**config.mk**
```make
export PLATFORM = sky130hd
export DESIGN_NAME = chunked_add_sequencer
export DESIGN_NICKNAME = d
export VERILOG_FILES = /design/src/rtl/chunked_add_sequencer.sv
export SDC_FILE = /design/constraint.sdc
export NUM_CORES = 1
export LEC_CHECK = 0
export CORE_MARGIN = 3
export CORE_UTILIZATION = 55
export CTS_CLUSTER_DIAMETER = 100
export DETAILED_ROUTE_END_ITERATION = 6
export DONT_BUFFER_PORTS = 1
export GPL_TIMING_DRIVEN = 0
export PLACE_DENSITY = 0.7
export SYNTH_ARGS = -nofsm -noshare
export SYNTH_HDL_FRONTEND = slang
export SYNTH_SLANG_ARGS = --single-unit
```
**constraint.sdc**
```tcl
create_clock -name clk -period 6.5 [get_ports clk]
set_input_delay 0 -clock clk [delete_from_list [all_inputs] [get_ports clk]]
set_output_delay 0 -clock clk [all_outputs]
set_load 0.005 [all_outputs]
```
**src/rtl/chunked_add_sequencer.sv**
```systemverilog
// Multi-cycle add/subtract: one CHUNK-wide slice per cycle through a small ripple adder.
// Latency: out_valid rises NUMBITS/CHUNK cycles after the accept edge.
// Backpressure: in_ready only in IDLE; result and flags held until out_valid && out_ready.

// Purely combinational ripple-carry adder used for one slice.
// Latency: 0 cycles.
// Backpressure: none.
module ripple_carry_adder #(
    parameter int NUMBITS = 8
) (
    input  logic [NUMBITS-1:0] a,
    input  logic [NUMBITS-1:0] b,
    input  logic               carryin,
    output logic [NUMBITS-1:0] result,
    output logic               carryout
);

    always_comb begin
        logic c;
        c = carryin;
        result = '0;
        for (int i = 0; i < NUMBITS; i++) begin
            result[i] = a[i] ^ b[i] ^ c;
            c = (a[i] & b[i]) | (c & (a[i] ^ b[i]));
        end
        carryout = c;
    end

endmodule

module chunked_add_sequencer #(
    parameter int NUMBITS = 32,
    parameter int CHUNK   = 8
) (
    input  logic               clk,
    input  logic               rst_n,
    input  logic               in_valid,
    output logic               in_ready,
    input  logic [NUMBITS-1:0] in_a,
    input  logic [NUMBITS-1:0] in_b,
    input  logic               in_carry,
    input  logic               in_sub,
    output logic               out_valid,
    input  logic               out_ready,
    output logic [NUMBITS-1:0] result,
    output logic               carryout,
    output logic               overflow,
    output logic               zero
);

    localparam int N    = NUMBITS / CHUNK;
    localparam int IDXW = (N > 1) ? $clog2(N) : 1;

    localparam logic [1:0] IDLE = 2'd0;
    localparam logic [1:0] RUN  = 2'd1;
    localparam logic [1:0] DONE = 2'd2;

    logic [1:0]         state;
    logic [IDXW-1:0]    idx;
    logic               carry;
    logic [NUMBITS-1:0] a_reg;
    logic [NUMBITS-1:0] b_reg;

    logic [CHUNK-1:0]   slice_sum;
    logic               slice_co;
    logic [NUMBITS-1:0] next_result;
    logic               last_slice;

    ripple_carry_adder #(.NUMBITS(CHUNK)) u_slice_adder (
        .a        (a_reg[idx*CHUNK +: CHUNK]),
        .b        (b_reg[idx*CHUNK +: CHUNK]),
        .carryin  (carry),
        .result   (slice_sum),
        .carryout (slice_co)
    );

    assign in_ready   = (state == IDLE);
    assign last_slice = (idx == IDXW'(N - 1));

    // Full result as it will look after this cycle's slice is written back.
    always_comb begin
        next_result = result;
        next_result[idx*CHUNK +: CHUNK] = slice_sum;
    end

    always_ff @(posedge clk or negedge rst_n) begin
        if (!rst_n) begin
            state     <= IDLE;
            idx       <= '0;
            carry     <= 1'b0;
            a_reg     <= '0;
            b_reg     <= '0;
            result    <= '0;
            carryout  <= 1'b0;
            overflow  <= 1'b0;
            zero      <= 1'b0;
            out_valid <= 1'b0;
        end else begin
            case (state)
                IDLE: begin
                    if (in_valid) begin
                        a_reg    <= in_a;
                        b_reg    <= in_sub ? ~in_b : in_b;
                        carry    <= in_sub ? 1'b1 : in_carry;
                        idx      <= '0;
                        result   <= '0;
                        carryout <= 1'b0;
                        overflow <= 1'b0;
                        zero     <= 1'b0;
                        state    <= RUN;
                    end
                end
                RUN: begin
                    result <= next_result;
                    carry  <= slice_co;
                    idx    <= idx + IDXW'(1);
                    if (last_slice) begin
                        carryout  <= slice_co;
                        // Signed overflow: operands agree in sign, result does not.
                        overflow  <= (a_reg[NUMBITS-1] == b_reg[NUMBITS-1]) &&
                                     (slice_sum[CHUNK-1] != a_reg[NUMBITS-1]);
                        zero      <= ~|next_result;
                        out_valid <= 1'b1;
                        idx       <= '0;
                        state     <= DONE;
                    end
                end
                DONE: begin
                    if (out_ready) begin
                        out_valid <= 1'b0;
                        state     <= IDLE;
                    end
                end
                default: state <= IDLE;
            endcase
        end
    end

endmodule

```
Yosys cells after proc, flatten, opt, wreduce, memory -nomap -nowiden
Cells that the tools add are included.

operators by class
  add/subtract/negate cells = 2
  shift operators = 4
  bitwise gates (word level) = 41
  reduce and logical (&&, ||, !) cells = 11
  mux-type cells = 24
  equality and inequality tests = 8

operators by type and width
  cell                     count
  $mux 32                  2
  $pmux 32 s2              1
  $shiftx 32x6->8          2
  $neg 5->34               1
  $shift 8x34->32 const A  1
  $shiftx 8x34->32         1
  $bwmux 32                1
  $not 32->32              1
  $reduce_or 32->1         1
  $and 1x1->1              16
  $xor 1x1->1              16
  $mux 2                   5
  $pmux 1 s2               5
  $reduce_and 3->1         3
  $mux 1                   8
  $or 1x1->1               8
  $ne 2x2->1 const B       3
  $pmux 2 s3               1
  $eq 2x2->1 const B       2
  $pmux 2 s2               1
  $reduce_and 2->1         2
  $reduce_bool 2->1        2
  $add 2x1->2 const B      1
  $eq 2x1->1 const B       1
  5 further kinds          5

storage, ports and cells
  output and inout port bits = 37
  register bits after elaboration = 105
  word-level logic and storage cells = 100
  input bits = 70

Depth between registers and ports, before layout
  depth in word-level cells = 23
  mapped depth = 18
  gate-level depth less buffers = 16

Cells and area by module
From an unflattened synthesis, not the netlist that was laid out.

second synthesis, totals
  cells, all modules = 424
  area, all modules = 5129.9 um^2

modules (own cells, without submodules)
  module                 area each (um^2)  seq. area each (um^2)  cells each  instances
  chunked_add_sequencer  4932.2            2627.5                 406         1
  ripple_carry_adder     197.7             0.0                    18          1

Worst setup path before layout
OpenSTA, ideal clock, no wires.

  path kind = reg-to-reg
  start point = reg idx[1]
  end point = reg zero
  arrival = 4.902 ns
  required time = 6.408 ns
  setup time = 0.092 ns
  path slack = 1.506 ns
  buffers on the path = 2
  period minus slack after synthesis = 4.994 ns
  cell stages (with the launch flop) = 19
  path through = dfrtp_1 buf_2 buf_1 mux4_2 inv_1 fa_1 fa_1 fa_1 fa_1 fa_1 inv_1 fa_1 inv_1 fa_1 fa_1 nor2_1 a41oi_1 nand4_1 o31ai_2

on the way
  word-level cells in the longest chain between the ends = 23
  elaborated cells on any way between the ends = 50
  those cells by class = add/sub (1); eq/ne (2); shift (4); mux (3); bitwise (37); reduce/logical (3)

RTL lines
  what                                       line    source
  start, declared                            59      logic [IDXW-1:0] idx;
  start signal, assigned                     116     idx <= idx + IDXW'(1);
  $shiftx 32x6->8, on equally long branches  70, 71
  $xor 1x1->1                                23, 24
  $and 1x1->1                                24      c = (a[i] & b[i]) | (c & (a[i] ^ b[i]));
  $or 1x1->1                                 24
  $and 1x1->1                                24
  $or 1x1->1                                 24
  $and 1x1->1                                24
  $or 1x1->1                                 24
  [7 not listed]                             n/a
  $or 1x1->1                                 24
  $xor 1x1->1                                23      result[i] = a[i] ^ b[i] ^ c;
  $shiftx 8x34->32                           83      next_result[idx*CHUNK +: CHUNK] = slice_sum;
  $bwmux 32                                  83
  $reduce_or 32->1                           122     zero <= ~|next_result;
  $logic_not 1->1                            122
  $mux 1                                     117     if (last_slice) begin
  $pmux 1 s2                                 99      case (state)
  end signal, assigned                       122
  end, declared                              48      output logic zero

Parallel ways exist; a longest one is shown, timed or not. The select of a mux whose other input is x is not followed.
A chain may end at the register's enable or synchronous reset.

Final worst setup path
Same ends and word-level chain as after synthesis.

==> impl_metrics.env <==
export IMPL_pin_count=107
export IMPL_crit_type="reg -> reg"
export IMPL_wl_mm=13.1
export IMPL_fin_skew_ns=0.00930
export IMPL_drt_iter0_drc=237
export IMPL_r2r_start="idx[1]$_DFFE_PN0P_"
export IMPL_crit_cells=18
export IMPL_startpoint="idx[1]$_DFFE_PN0P_"
export IMPL_required_ns=6.78
export IMPL_syn_avg_cell_area_um2=11.2
export IMPL_drive_above_1_share_pct=16.8
export IMPL_ys_ff_latch=105
export IMPL_numCtsBuffers=9
export IMPL_cts_sinks=105
export IMPL_cts_root_buf="clkbuf_8"
export IMPL_synth_cell_area_um2=5230
export IMPL_crit_top_cell="fa_1"
export IMPL_cts_hold_buf=69
export IMPL_yosys_warnings=0
export IMPL_postCtsSetupBuffers=0
export IMPL_synthMuxAreaShare_pct=14.4
export IMPL_drv_cap=0
export IMPL_reg2reg_depth=18
export IMPL_end_kind="flip-flop"
export IMPL_crit_slowest_cell="fa_1"
export IMPL_synth_seq_area_share_pct=50.3
export IMPL_powerDensity_nw_per_um2=557
export IMPL_cts_tree="built"
export IMPL_placed_cells=594
export IMPL_synth_cell_types=44
export IMPL_timing_slew_headroom_pct=55.6
export IMPL_rsz0062_at_grt="no"
export IMPL_die_x_um=104
export IMPL_area_growth_syn_to_layout_pct=20.1
export IMPL_synthArstFlopShare_pct=100
export IMPL_power_leakage_nw=2.62
export IMPL_postSynthCellCount=468
export IMPL_crit_family="adder cells"
export IMPL_crit_chain="buf_2, buf_1, mux4_2, inv_1, fa_1, fa_1, fa_1, fa_1, fa_1, inv_1, fa_1, inv_1, fa_1, fa_1, nor2_1, a41oi_1, nand4_1, o31ai_2"
export IMPL_irDropWorstVdd_mv=0.415
export IMPL_path_max_fanout=10
export IMPL_htree_levels=3
export IMPL_synth_fa_ha_area_share_pct=4.50
export IMPL_synth_top_family_by_area="multiplexers"
export IMPL_hold_path_class="in -> reg"
export IMPL_fp_coreArea_um2=8980
export IMPL_rows=34
export IMPL_wl_per_cell_um=19.2
export IMPL_synth_net_count=552
export IMPL_firstDrtPassIters=6
export IMPL_ant_nets=0
export IMPL_overflow=0
export IMPL_period_needed_ns=5.84
export IMPL_die_y_um=104
export IMPL_synth_edff_count=0
export IMPL_synth_simple_area_share_pct=10.5
export IMPL_dieArea_um2=10700
export IMPL_grt_usage_pct=25.4
export IMPL_clock_path_buffers=2
export IMPL_max_freq_ghz=0.171
export IMPL_portBuffers=0
export IMPL_drc_errors=0
export IMPL_worstMarginPinSlew_ns=0.666
export IMPL_synthXorXnorAreaFrac_pct=5.36
export IMPL_grt_pass1_wl_mm=21.7
export IMPL_finalSetupViolCount=0
export IMPL_grt_max_degree=106
export IMPL_gp_congestion=0.861
export IMPL_cp_arrival_ns=6.12
export IMPL_fin_cells=680
export IMPL_hold_viol=0
export IMPL_cp_start_kind="flip-flop"
export IMPL_slew_violations=0
export IMPL_clk_pin_slew_ns=0.10
export IMPL_via_per_inst=5.79
export IMPL_status="completed"
export IMPL_reg2reg_to="zero$_DFFE_PN0P_"
export IMPL_antenna_found_initial=1
export IMPL_cts_repair_resized=0
export IMPL_dp_hpwl_mm=8.76
export IMPL_dr_total_vias=3936
export IMPL_grt_pass1_vias=4159
export IMPL_cp_num_buf_inv=5
export IMPL_hold_depth=4
export IMPL_synth_ff_type="dfrtp_1"
export IMPL_fin_crit_sh_pct=89.8
export IMPL_crit_end="zero$_DFFE_PN0P_"
export IMPL_fin_setup_tns_ns=0
export IMPL_reg2reg_slack_ns=0.66
export IMPL_insertion_delay_ns=0.37
export IMPL_synth_compound_area_share_pct=10.3
export IMPL_nets=632
export IMPL_start_util_pct=58.3
export IMPL_critical_path_max_stage_delay_ns=0.64
worst min path at each step:
stage	to	slack [ns]	startpoint
global placement	result[14]$_DFFE_PN0P_	-0.29	rst_n
floorplan	a_reg[0]$_DFFE_PN0P_	-0.30	rst_n
CTS	carry$_DFFE_PN0P_	0.07	in_valid
global route	carry$_DFFE_PN0P_	0.1	in_valid
finish	carry$_DFFE_PN0P_	0.08	in_valid
detailed placement	result[8]$_DFFE_PN0P_	-0.29	rst_n
synth_stat cells, types with 2 or more instances:
| cell | count | area share, % |
|---|---|---|
| o31ai_1 | 2 | 0.29 |
| nand2_1 | 40 | 2.9 |
| o21ai_0 | 33 | 3.2 |
| dfrtp_1 | 105 | 50 |
| nand4_1 | 3 | 0.36 |
| nand2b_1 | 2 | 0.24 |
| mux2i_1 | 3 | 0.57 |
| nor3_1 | 2 | 0.19 |
| buf_4 | 4 | 0.57 |
| a41oi_1 | 2 | 0.34 |
| a21oi_1 | 41 | 3.9 |
| nand3_1 | 2 | 0.19 |
| clkbuf_1 | 4 | 0.29 |
| o22ai_1 | 7 | 0.84 |
| xnor2_1 | 32 | 5.4 |
| ha_1 | 6 | 1.4 |
| nand3b_1 | 4 | 0.57 |
| nor2b_1 | 3 | 0.36 |
| buf_2 | 18 | 1.7 |
| nor4_1 | 7 | 0.84 |
| nor4b_1 | 2 | 0.34 |
| a211oi_1 | 3 | 0.43 |
| fa_1 | 8 | 3.1 |
| mux2_2 | 32 | 6.9 |
| nor2_1 | 43 | 3.1 |
| inv_1 | 26 | 1.9 |
| mux4_2 | 16 | 6.9 |
| a22o_1 | 2 | 0.34 |
routing by layer:
metal | vias to the layer above | track usage, % | wire length [um]
met5 | - | 0 | 0
met4 | 0 | 7.03 | 203
met3 | 20 | 6.34 | 981
met2 | 172 | 42.5 | 6750
met1 | 1966 | 33.3 | 5120
li1 | 1778 | - | -
stage by stage:
| step | power, W | area [um2] | hold WS [ns] | util (%) | setup slack [ns] |
|---|---|---|---|---|---|
| 2_1_floorplan | 0.00245 | 5230 | -0.296 | - | 1.51 |
| 3_3_place_gp | 0.00301 | 5390 | -0.293 | 60.0 | 0.730 |
| 5_1_grt | 0.00376 | 6280 | 0.0957 | 70.0 | 0.421 |
| 6_report | 0.00350 | 6280 | 0.0755 | 70.0 | 0.661 |
| 3_5_place_dp | 0.00306 | 5390 | -0.293 | 60.0 | 0.682 |
| 4_1_cts | 0.00349 | 6280 | 0.0697 | 69.9 | 0.676 |
final cells by class:
cell class | instances | area, um2
multi-input cells | 309 | 2350
clock buffers | 12 | 155
fillers | 646 | 2700
clock inverters | 4 | 27.5
diodes | 1 | 2.50
inverters | 26 | 97.6
flip-flops and latches | 105 | 2630
plain buffers | 28 | 150
repair buffers | 69 | 708
well taps | 126 | 158
cell families (layout without fill, tap and decap cells):
| group | count (synthesis) | in the layout |
|---|---|---|
| flip-flops | 105 | 105 |
| adder cells (fa/ha/maj) | 14 | 14 |
| multiplexers | 51 | 51 |
| XOR/XNOR | 32 | 32 |
| AO/OA/AOI/OAI | 96 | 96 |
| AND/OR/NAND/NOR | 116 | 116 |
| buffers and inverters | 54 | 139 |
| other | 0 | 1 |
worst register-to-register path, delay by kind of cell (launching register included):
kind / cells / cell delay, ns
adders and majority gates: 8 / 3.18
buffers and inverters: 5 / 1.02
AOI/OAI and AO/OA: 2 / 0.55
DFF: 1 / 0.40
muxes: 1 / 0.35
and+or+nand+nor: 2 / 0.25
cell usage in the layout, fill, tap and decap left out, drive strengths merged, types with 2 or more instances in the layout:
cell / count
clkinvlp: 3
a211oi: 3
mux4: 16
fa: 8
nor4b: 2
nand2: 40
ha: 6
clkbuf: 16
a22o: 2
dlygate4sd3: 68
inv: 26
nand4: 3
a41oi: 2
buf: 25
xnor2: 32
mux2: 32
o31ai: 3
nor3: 2
a21oi: 41
nand2b: 2
nor4: 7
nand3: 2
nor2: 43
nor2b: 4
mux2i: 3
o22ai: 7
o21ai: 34
nand3b: 4
dfrtp: 105
report_power, final:
part	switching (W)	internal, W	total, W
clock network	0.000221	0.000160	0.000380
registers	0.000212	0.000953	0.00116
logic	0.00116	0.000794	0.00195
No activity file was read; power rests on OpenSTA's default activity.
